==> src/rtl/regfile_wr_arbiter.sv <==
// Register file write-port arbiter.
// The writeback stage and the multi-cycle MDU share one register file write port.
// MDU results wait in a small circular FIFO and drain into cycles the pipeline leaves idle.
// Two checks can override that: a starvation limit, and a same-destination ordering rule.
//
// Handshakes: an MDU result transfers on a cycle where mdu_valid_i && mdu_ready_o.
// The MDU must not depend on mdu_ready_o to raise mdu_valid_i.
// A pipeline request (pipe_we_i with pipe_rd_i != 0) is accepted on a cycle where pipe_stall_o is low.
// The writeback stage re-presents a stalled request unchanged.
module regfile_wr_arbiter #(
   parameter int XLEN         = 32,
   parameter int RA_W         = 5,
   parameter int BUF_DEPTH    = 2,
   parameter int STARVE_LIMIT = 4
) (
   input  logic            clk_i,
   input  logic            reset_i,
   input  logic            pipe_we_i,
   input  logic [RA_W-1:0] pipe_rd_i,
   input  logic [XLEN-1:0] pipe_data_i,
   output logic            pipe_stall_o,
   input  logic            mdu_valid_i,
   input  logic [RA_W-1:0] mdu_rd_i,
   input  logic [XLEN-1:0] mdu_data_i,
   output logic            mdu_ready_o,
   output logic            rf_we_o,
   output logic [RA_W-1:0] rf_rd_o,
   output logic [XLEN-1:0] rf_data_o
);

   localparam int IDX_W = $clog2(BUF_DEPTH);
   localparam int PTR_W = IDX_W + 1;
   localparam int CNT_W = $clog2(STARVE_LIMIT + 1);
   localparam logic [CNT_W-1:0] STARVE_MAX = CNT_W'(STARVE_LIMIT);

   typedef enum logic [1:0] {
      GNT_IDLE = 2'd0,
      GNT_PIPE = 2'd1,
      GNT_FIFO = 2'd2
   } grant_e;

   // FIFO storage; the valid bits mirror occupancy so every live entry can be matched by rd
   logic [RA_W-1:0]      buf_rd_q   [BUF_DEPTH];
   logic [XLEN-1:0]      buf_data_q [BUF_DEPTH];
   logic [BUF_DEPTH-1:0] buf_vld_q, buf_vld_d;

   // Pointers carry one extra wrap bit so full and empty are distinct
   logic [PTR_W-1:0] wr_ptr_q, wr_ptr_d;
   logic [PTR_W-1:0] rd_ptr_q, rd_ptr_d;
   logic [IDX_W-1:0] wr_idx, rd_idx;

   logic [CNT_W-1:0] starve_cnt_q, starve_cnt_d;

   logic            rf_we_q, rf_we_d;
   logic [RA_W-1:0] rf_rd_q, rf_rd_d;
   logic [XLEN-1:0] rf_data_q, rf_data_d;

   logic   fifo_empty, fifo_full;
   logic   pipe_req, order_hit, force_fifo;
   logic   push, pop;
   grant_e grant;

   assign wr_idx     = wr_ptr_q[IDX_W-1:0];
   assign rd_idx     = rd_ptr_q[IDX_W-1:0];
   assign fifo_empty = (wr_ptr_q == rd_ptr_q);
   assign fifo_full  = (wr_ptr_q[IDX_W-1:0] == rd_ptr_q[IDX_W-1:0]) &&
                       (wr_ptr_q[IDX_W] != rd_ptr_q[IDX_W]);

   // Writes to x0 are discarded architecturally, so they never compete for the port
   assign pipe_req   = pipe_we_i && (pipe_rd_i != '0);
   assign force_fifo = !fifo_empty && (starve_cnt_q == STARVE_MAX);

   // Pipeline destination matching any buffered MDU destination (older write must land first)
   always_comb begin
      order_hit = 1'b0;
      for (int i = 0; i < BUF_DEPTH; i++) begin
         if (buf_vld_q[i] && (buf_rd_q[i] == pipe_rd_i)) begin
            order_hit = 1'b1;
         end
      end
   end

   // Grant priority: forced drain, ordering drain, pipeline, idle-slot drain
   always_comb begin
      grant = GNT_IDLE;
      if (!reset_i) begin
         if (force_fifo) begin
            grant = GNT_FIFO;
         end else if (pipe_req && order_hit) begin
            grant = GNT_FIFO;
         end else if (pipe_req) begin
            grant = GNT_PIPE;
         end else if (!fifo_empty) begin
            grant = GNT_FIFO;
         end
      end
   end

   // Readiness looks at current occupancy only; a same-cycle pop does not open a slot
   assign mdu_ready_o  = !fifo_full && !reset_i;
   // A FIFO grant while the pipeline is requesting can only come from the force or ordering rule
   assign pipe_stall_o = pipe_req && (grant == GNT_FIFO);

   assign pop  = (grant == GNT_FIFO);
   assign push = mdu_valid_i && mdu_ready_o && (mdu_rd_i != '0);

   // Next-state for pointers, valid bits, starvation counter and the write-port register
   always_comb begin
      wr_ptr_d     = wr_ptr_q;
      rd_ptr_d     = rd_ptr_q;
      buf_vld_d    = buf_vld_q;
      starve_cnt_d = starve_cnt_q;
      rf_we_d      = 1'b0;
      rf_rd_d      = '0;
      rf_data_d    = '0;

      if (pop) begin
         buf_vld_d[rd_idx] = 1'b0;
         rd_ptr_d          = rd_ptr_q + PTR_W'(1);
      end
      if (push) begin
         buf_vld_d[wr_idx] = 1'b1;
         wr_ptr_d          = wr_ptr_q + PTR_W'(1);
      end

      if (fifo_empty || pop) begin
         starve_cnt_d = '0;
      end else if (starve_cnt_q != STARVE_MAX) begin
         starve_cnt_d = starve_cnt_q + CNT_W'(1);
      end

      case (grant)
         GNT_PIPE: begin
            rf_we_d   = 1'b1;
            rf_rd_d   = pipe_rd_i;
            rf_data_d = pipe_data_i;
         end
         GNT_FIFO: begin
            rf_we_d   = 1'b1;
            rf_rd_d   = buf_rd_q[rd_idx];
            rf_data_d = buf_data_q[rd_idx];
         end
         default: begin
            rf_we_d   = 1'b0;
         end
      endcase
   end

   // Control state and registered write port; reset empties the FIFO and drops any pending write
   always_ff @(posedge clk_i) begin
      if (reset_i) begin
         wr_ptr_q     <= '0;
         rd_ptr_q     <= '0;
         buf_vld_q    <= '0;
         starve_cnt_q <= '0;
         rf_we_q      <= 1'b0;
         rf_rd_q      <= '0;
         rf_data_q    <= '0;
      end else begin
         wr_ptr_q     <= wr_ptr_d;
         rd_ptr_q     <= rd_ptr_d;
         buf_vld_q    <= buf_vld_d;
         starve_cnt_q <= starve_cnt_d;
         rf_we_q      <= rf_we_d;
         rf_rd_q      <= rf_rd_d;
         rf_data_q    <= rf_data_d;
      end
   end

   // Entry payload storage; contents are only meaningful where the matching valid bit is set
   always_ff @(posedge clk_i) begin
      if (push) begin
         buf_rd_q[wr_idx]   <= mdu_rd_i;
         buf_data_q[wr_idx] <= mdu_data_i;
      end
   end

   assign rf_we_o   = rf_we_q;
   assign rf_rd_o   = rf_rd_q;
   assign rf_data_o = rf_data_q;

endmodule

==> config.mk <==
export PLATFORM = sky130hd
export DESIGN_NAME = regfile_wr_arbiter
export DESIGN_NICKNAME = d
export VERILOG_FILES = /design/src/rtl/regfile_wr_arbiter.sv
export SDC_FILE = /design/constraint.sdc
export NUM_CORES = 1
export LEC_CHECK = 0
export BUFFER_PORTS_ARGS = -buffer_cell sky130_fd_sc_hd__buf_2
export CAP_MARGIN = 30
export CORE_MARGIN = 5
export CORE_UTILIZATION = 45
export CTS_CLUSTER_SIZE = 12
export DETAILED_ROUTE_END_ITERATION = 12
export PLACE_DENSITY = 0.7
export REMOVE_ABC_BUFFERS = 1
export SLEW_MARGIN = 0
export SYNTH_ARGS = -nofsm -noshare
export SYNTH_HDL_FRONTEND = slang
export SYNTH_SLANG_ARGS = --single-unit
==> constraint.sdc <==
create_clock -name clk_i -period 3.35 [get_ports clk_i]
set_input_delay 0.1675 -clock clk_i [delete_from_list [all_inputs] [get_ports clk_i]]
set_output_delay 0.1675 -clock clk_i [all_outputs]
set_load 0.1 [all_outputs]
==> impl_metrics.ini, run 1 <==
[layout]
final_common_cell = buf_2
syn_to_final_growth_pct = 44.5
post-route-util_pct = 66.9
nets = 636
fin_area_um2 = 6570
instances_no_fill = 701
final_cell_mix = 117 x buf_2, 83 x nor2_1, 75 x dlygate4sd3_1, 74 x edfxtp_1, 47 x dfxtp_1
drive_gt1_share_pct = 27.7

[synth]
ys_warn_count = 0
yosysSeqAreaShare_pct = 70.0
yosys-top-cells-area = edfxtp_1 49%, dfxtp_1 21%, mux2i_1 8.4%
syn_avg_cell_area_um2 = 12.8
yosysUniqueCellTypes = 30
yosys.area.top_type = edfxtp_1
syn_area_um2 = 4550
synth-seq-cells = 122
synth_cells = 354
yosysTopAreaCellShare_pct = 48.9

[detailed_routing]
drt_iter0_markers = 214
num_vias = 3381
dr.pass1.iters = 4
postRouteAntennaNets = 0
drc = 0
via_per_inst = 4.82
wl_per_cell_um = 14.9
drt-total-wl_um = 10400

[global_routing]
grt_max_degree = 39
grt_usage_pct = 17.6
grt_pass1_wl_um = 17300
grt-ovfl-total = 0
grt_pass1_vias = 3607
antenna_found_initial = 1

[sta]
setup_violations = 0
tightestPinTransition_ns = 0.829
skew_ns = 0.0150
finalCriticalPeriod_ns = 3.15
max-slew-margin-rel_pct = 44.8
layout_setup_ws_ns = 0.197
hold_violations = 0
max_freq_mhz = 317
slew_violations = 0
rsz0062_at_grt = false
finalCritPeriodShare_pct = 94.1

[cts]
numCtsBuffers = 17
root_buffer = clkbuf_8
cts_tree = done
clock_sinks = 122
cts_resized = 0
clk_pin_slew_worst_paths_ns = 0.05
insertion_delay_ns = 0.51
cts_post_setup_buffers_inserted = 0
ctsHoldBuffers = 75
clock_path_buffers = 2
h-tree-depth = 4

[critical_path]
cp_cell_sequence = dlygate4sd3_1 > buf_2 > or4_1 > o21ai_2 > o21bai_1 > o31a_1 > ha_1 > inv_1 > buf_4 > nor2_1 > buf_2
critPathSlowestCell = dlygate4sd3_1
rr_worst_depth = 9
worstPathRequired_ns = 3.18
reg2reg_from = starve_cnt_q[0]
crit_type = in2out
worstPathArrival_ns = 2.99
critPathLaunchType = input port
worstPathMaxFanout = 21
max_stage_delay_ns = 0.54
r2r-end = rf_data_o[5]
crit_top_cell = buf_2
crit_path_end_kind = primary output
reg2reg_slack_ns = 0.72

[floorplan]
die_x_um = 111
num_io_pins = 118
row_count = 36
initial_core_util_pct = 46.3
die-area_um2 = 12200
die_h_um = 111
core_um2 = 9820

[placement]
dp.cells = 593
dpl_cell_area_um2 = 5280
hpwlAfterDp_um = 6380
place.gp.congestion = 0.817
io_buffers = 117
pre_cts_slack_ns = 0.730

[min_path]
hp-start = mdu_valid_i
hold_class = in2reg
hold_path_depth = 4
min_to = buf_vld_q[1]

[job]
cap_violations = 0

[run_status]
status = completed

[power_and_ir_drop]
ir_drop_uv = 420
leakage_uw = 0.00261
p_per_area_nw_per_um2 = 570
## final cells by class
class,instances,area (um^2)
Fill cell,725,3250
Sequential cell,122,3180
Timing Repair Buffer,198,1380
Multi-Input combinational cell,210,1280
Clock buffer,24,470
Tap cell,133,166
Clock inverter,8,70.1
Inverter,5,18.8
Antenna cell,1,2.50
## cell families after synthesis
| group | share of synthesized area [%] |
|---|---|
| flip-flops | 70.0 |
| AND/OR/NAND/NOR | 9.52 |
| AO/OA/AOI/OAI | 6.02 |
| multiplexers | 8.36 |
| buffers and inverters | 1.93 |
| XOR/XNOR | 3.08 |
| adder cells (fa/ha/maj) | 1.10 |
## power by group
| group | total, uW | switching (uW) | internal [uW] |
|---|---|---|---|
| sequential | 1680 | 30.3 | 1650 |
| combinational | 426 | 255 | 171 |
| clock | 1640 | 606 | 1040 |
| total | 3750 | 891 | 2860 |
## critical path: cells and delay by family
family / cells / cell delay, ns
buffers and inverters: 5 / 1.40
adders and majority gates: 1 / 0.22
and+or+nand+nor: 2 / 0.65
AOI/OAI and AO/OA: 3 / 0.54
## worst max-delay path by stage
stage,start,endpoint,slack (ns),cells after the start
floorplan,rd_ptr_q[1],buf_data_q[0][0],-0.29,4
global placement,pipe_rd_i[2],pipe_stall_o,0.81,10
detailed placement,pipe_rd_i[2],rf_rd_o[1],0.73,9
CTS,pipe_rd_i[2],pipe_stall_o,0.20,11
global route,pipe_rd_i[2],pipe_stall_o,0.01,11
finish,pipe_rd_i[2],pipe_stall_o,0.20,11
## per-stage QoR
| stage | total power [uW] | hold WS, ns | TNS [ns] |
|---|---|---|---|
| finish | 3750 | 0.188 | 0 |
| global route | 3880 | 0.186 | 0 |
| CTS | 3770 | 0.159 | 0 |
| detailed placement | 2070 | 0.358 | 0 |
| global placement | 2060 | 0.357 | 0 |
| floorplan | 1950 | 0.237 | -10.63 |
## cell usage after synthesis (all sizes together)
library cell,n
a21bo,1
a21oi,42
a32oi,1
and3,3
buf,4
clkbuf,13
dfxtp,48
edfxtp,74
ha,4
inv,5
mux2i,38
nand2,4
nand2b,1
nand3,1
nand3b,1
nor2,83
nor3,1
nor4,3
o21a,1
o21ai,2
o21bai,1
o31a,1
o31ai,1
or2,1
or3,1
or4,3
xnor2,5
xor2,11
## flip-flops by register name, summed over array words and instances, names as in the netlist, named ones only
| register | count |
|---|---|
| buf_vld_q | 2 |
| rf_data_o | 32 |
| buf_data_q | 64 |
| wr_ptr_q | 2 |
| rf_rd_o | 5 |
| buf_rd_q | 10 |
| rf_we_o | 1 |
| starve_cnt_q | 3 |
| rd_ptr_q | 2 |
## routing by layer
metal | wire, um | GRT usage, % | vias to the layer above | share of wire [%]
li1 | - | - | 1651 | -
met1 | 4230 | 19.6 | 1619 | 41
met2 | 5440 | 31.0 | 95 | 52
met3 | 565 | 5.80 | 16 | 5.4
met4 | 174 | 7.06 | 0 | 1.7
met5 | 0 | 0 | - | 0
Note: power is estimated with default switching activity, not from simulation.
==> run 2, diff against run 1 <==
Settings changed: CELL_PAD_IN_SITES_DETAIL_PLACEMENT set to 1, CELL_PAD_IN_SITES_GLOBAL_PLACEMENT set to 1, CORE_UTILIZATION 45 to 25, PLACE_DENSITY 0.7 to 0.64.
==> run 2 against run 1 <==
  * Clock skew shrank 0.0032 ns
  * Wire length grew 20%
  * Sequential power is essentially flat
  * Flip-flop and latch count is the same
  * First-iteration DRC count shrank 38%
  * Clock-buffer cell count shrank 4
  * Global-route usage shrank 5.4 points
  * Critical path type is now reg2out
  * Largest cell class unchanged
==> impl_metrics.ini, run 2 (same netlist as run 1, synthesis figures left out) <==
[run_status]
status = completed

[layout]
nets = 626
n_fill_cell = 1953
fin_area_um2 = 6680
instances_no_fill = 786
final_cell_mix = 117 x buf_2, 83 x nor2_1, 74 x edfxtp_1, 66 x dlygate4sd3_1, 47 x dfxtp_1
top_register = buf_data_q
post-route-util_pct = 37.2
drive_gt1_share_pct = 28.9
diodes = 0
largest_register_ff_count = 64
final_common_cell = buf_2
syn_to_final_growth_pct = 47.0

[cts]
cts_post_setup_buffers_inserted = 0
numCtsBuffers = 17
h-tree-depth = 4
root_buffer = clkbuf_16
clock_path_buffers = 2
clock_sinks = 122
insertion_delay_ns = 0.41
cts_tree = done
clk_pin_slew_worst_paths_ns = 0.05

[sta]
finalCritPeriodShare_pct = 86.3
skew_ns = 0.0119
hold_violations = 0
finalCriticalPeriod_ns = 2.89
tightestPinTransition_ns = 0.920
slew_violations = 0
max_freq_mhz = 346
setup_violations = 0
rsz0062_at_grt = false
max-slew-margin-rel_pct = 38.7

[power_and_ir_drop]
p_total_uw = 3970
p_per_area_nw_per_um2 = 594
combPwrFrac_pct = 10.9
seqPwrFrac_pct = 42.4
leakage_uw = 0.00260
netSwitchingPower_uw = 985
p_sw_share_pct = 24.8
ir_drop_uv = 334
clkPwrFrac_pct = 46.7
internal_power_uw = 2980

[detailed_routing]
dr_wl_met2_um = 6260
maxUsedRoutingLayer = met4
via_per_inst = 4.30
wl_per_cell_um = 15.9
wl_met3_um = 645
num_vias = 3379
drc = 0
dr.pass1.iters = 5
drt-total-wl_um = 12500
drt_iter0_markers = 133
postRouteAntennaNets = 0
met1_length_um = 5340

[global_routing]
grt_pass1_wl_um = 19500
antenna_found_initial = 0
grt-ovfl-total = 0
grt_max_degree = 39
grt_usage_pct = 12.3
grt_pass1_vias = 3783

[critical_path]
critPathLaunchType = flip-flop
worstPathRequired_ns = 3.18
cp_cell_sequence = xor2_1 > nor4_1 > and3_4 > o31a_1 > ha_1 > inv_1 > nor2_1 > buf_2
crit_path_end_kind = primary output
worstPathMaxFanout = 4
worstPathArrival_ns = 2.72
critPathSlowestCell = buf_2
reg2reg_slack_ns = 0.79
crit_type = reg2out
max_stage_delay_ns = 0.44

[placement]
io_buffers = 117
dp.cells = 687
hpwlAfterDp_um = 7950
dpl_cell_area_um2 = 5400
place.gp.congestion = 0.756

[floorplan]
num_io_pins = 118
core_um2 = 18000
die_h_um = 145
row_count = 49
die_x_um = 145
initial_core_util_pct = 25.3
die-area_um2 = 21000

[job]
cap_violations = 0

[min_path]
hold_class = in2reg
-- run 2: critical path, delay by kind of cell (launching register included) --
family          cells  cell delay [ns]
fa+ha+maj           1             0.21
compound gates      1             0.15
simple gates        3             0.84
buf+inv             2             0.54
xor+xnor            1             0.16
flops               1             0.42
-- run 2: layout make-up --
| class | count | area [um^2] | share of cell area, % |
|---|---|---|---|
| well taps | 229 | 287 | 4.29 |
| clock inverters | 12 | 138 | 2.06 |
| flip-flops and latches | 122 | 3180 | 47.6 |
| inverters | 5 | 18.8 | 0.281 |
| multi-input cells | 210 | 1280 | 19.2 |
| clock buffers | 20 | 468 | 7.00 |
| repair buffers | 188 | 1310 | 19.6 |
-- run 2: path summary, 6_finish.rpt --
check	end	cells after the start	startpoint
worst min-delay path	rf_data_o[31]	3	pipe_data_i[31]
worst max-delay path	pipe_stall_o	8	buf_rd_q[1][3]
worst min register to register	wr_ptr_q[1]	1	wr_ptr_q[1]
worst max register to register	rf_data_o[13]	8	buf_rd_q[1][3]
-- run 2: power groups by stage --
| stage | sequential, uW | combinational [uW] | clock (uW) |
|---|---|---|---|
| after detailed placement | 1710 | 374 | 0 |
| after floorplan | 1800 | 146 | 0 |
| after global placement | 1710 | 366 | 0 |
| final | 1680 | 433 | 1850 |
| after CTS | 1680 | 436 | 1910 |
| after global routing | 1690 | 471 | 1980 |
-- run 2: per-layer routing --
metal  up-vias  GRT usage [%]
met5         -              0
met4         0           5.11
met3        18           3.25
met2        96           21.2
met1      1634           14.4
li1       1631              -
-- run 2: per-stage QoR --
| stage | setup slack (ns) | setup TNS (ns) | hold slack [ns] |
|---|---|---|---|
| floorplan | -0.287 | -10.63 | 0.237 |
| global placement | 0.884 | 0 | 0.359 |
| detailed placement | 0.783 | 0 | 0.362 |
| CTS | 0.419 | 0 | 0.00133 |
| global route | 0.288 | 0 | 0.0265 |
| finish | 0.460 | 0 | 0.0284 |
-- run 2: repair_timing --
item	in CTS	in global routing
hold buffers	66	0
endpoints found under the hold margin	103	0
gates resized for setup	0	0
==> run 3, diff against run 2 <==
Settings changed: CORE_UTILIZATION 25 to 37, GPL_ROUTABILITY_DRIVEN set to 0, PLACE_DENSITY 0.64 to 0.87.
Clock period 3.35 ns to 2.5 ns, I/O delays scaled along.
==> run 3 against run 2 <==
  * Power rose by 34%
  * Flip-flop and latch count unchanged
  * Sequential power is 34% higher
  * Cell count shrank 8.9%
  * Non-clock buffer count grew 12
  * Via count up 3.1%
  * Combinational power grew 41%
  * Die area decreased by 30%
  * Critical endpoint unchanged
  * Largest cell class unchanged
  * Highest routed layer unchanged
==> impl_metrics.ini, run 3 (same netlist as run 1, synthesis figures left out) <==
[run_status]
status = completed

[floorplan]
die_x_um = 121
row_count = 40
die_h_um = 121
core_um2 = 12000
initial_core_util_pct = 37.9
num_io_pins = 118
die-area_um2 = 14600

[cts]
h-tree-depth = 4
clk_pin_slew_worst_paths_ns = 0.05
cts_tree = done
clock_sinks = 122
clock_path_buffers = 2
numCtsBuffers = 17
insertion_delay_ns = 0.41
root_buffer = clkbuf_16

[critical_path]
reg2reg_from = buf_rd_q[1][3]
critPathLaunchType = flip-flop
worstPathRequired_ns = 2.38
r2r-end = rf_data_o[29]
rr_worst_depth = 9
worstPathMaxFanout = 4
worstPathArrival_ns = 2.33
reg2reg_slack_ns = 0.08
crit_type = reg2out
crit_path_end_kind = primary output

[layout]
fin_area_um2 = 6700
nets = 638
top_register = buf_data_q
drive_gt1_share_pct = 30.8
diodes = 0
syn_to_final_growth_pct = 47.4
final_common_cell = buf_2
largest_register_ff_count = 64
final_cell_mix = 116 x buf_2, 82 x nor2_1, 74 x edfxtp_1, 67 x dlygate4sd3_1, 46 x dfxtp_1

[sta]
max-slew-margin-rel_pct = 61.2
max_freq_mhz = 408
skew_ns = 0.00766
worst_hold_slack_ns = 0.00691
finalCriticalPeriod_ns = 2.45
hold_violations = 0
tightestPinTransition_ns = 0.582
finalCritPeriodShare_pct = 98.0
setup_violations = 0
slew_violations = 0
rsz0062_at_grt = true

[min_path]
min_to = rf_data_o[0]
hp-start = pipe_data_i[0]
hold_class = in2reg
hold_path_depth = 3

[detailed_routing]
drt_iter0_markers = 127
postRouteAntennaNets = 0
drc = 0
drt-total-wl_um = 13500
num_vias = 3485
wl_per_cell_um = 18.8
dr.pass1.iters = 4
via_per_inst = 4.87

[placement]
dpl_cell_area_um2 = 5350
io_buffers = 117
hpwlAfterDp_um = 7810

[global_routing]
grt_max_degree = 39
grt_pass1_vias = 3975
grt_pass1_wl_um = 21200
grt_usage_pct = 19.4
grt-ovfl-total = 0
antenna_found_initial = 0

[power_and_ir_drop]
ir_drop_uv = 669
leakage_uw = 0.00266
p_per_area_nw_per_um2 = 794

[job]
cap_violations = 0
## run 3: what timing repair did
| action | in CTS | in global routing |
|---|---|---|
| setup endpoints to repair | 2 | 7 |
| setup buffers | 1 | 6 |
| pin swaps | 5 | 7 |
| gates resized for setup | 7 | 4 |
| hold endpoints to repair | 104 | 0 |
| hold buffers | 67 | 0 |
| gates cloned | 0 | 0 |
## run 3: how the worst max path moves through the flow
stage | start | end
after global placement | buf_rd_q[1][2] | rf_data_o[26]
after floorplan | rd_ptr_q[1] | buf_data_q[0][0]
after CTS | buf_rd_q[1][2] | pipe_stall_o
after detailed placement | buf_rd_q[0][2] | rf_rd_o[0]
after global routing | buf_rd_q[1][2] | pipe_stall_o
final | buf_rd_q[1][2] | pipe_stall_o
## run 3: layout make-up
class	count	area [um^2]
inverters	5	21.3
well taps	147	184
repair buffers	200	1400
fillers	1247	5310
clock inverters	9	119
flip-flops and latches	122	3190
clock buffers	23	478
multi-input cells	210	1310
## run 3: worst max-delay path, stage by stage (launching register included)
cell	delay (ns)
edfxtp_1	0.42
xor2_1	0.21
nor4_1	0.07
and3_4	0.19
or4_4	0.53
ha_4	0.20
inv_4	0.07
nor2_4	0.05
buf_12	0.17
## run 3: layer usage
layer	track usage [%]	up-vias	wire (um)
li1	-	1654	-
met1	19.2	1707	4980
met5	0	-	0
met4	7.51	0	236
met3	6.62	21	719
met2	36.8	103	7520
## run 3: power breakdown
part / internal (uW) / switching [uW]
Combinational: 238 / 372
Sequential: 2210 / 38.0
Clock: 1630 / 829
## run 3: through the flow
step | std cells | utilization [%] | TNS, ns | total power [uW] | worst slack (ns)
after global placement | 610 | 44.5 | 0 | 2770 | 0.226
after global routing | 716 | 55.8 | -0.0664 | 5530 | -0.0456
after CTS | 710 | 55.3 | 0 | 5360 | 0.00145
after floorplan | 337 | - | -69.03 | 2610 | -1.14
after detailed placement | 610 | 44.5 | 0 | 2800 | 0.0719
final | 716 | 55.8 | 0 | 5320 | 0.0494
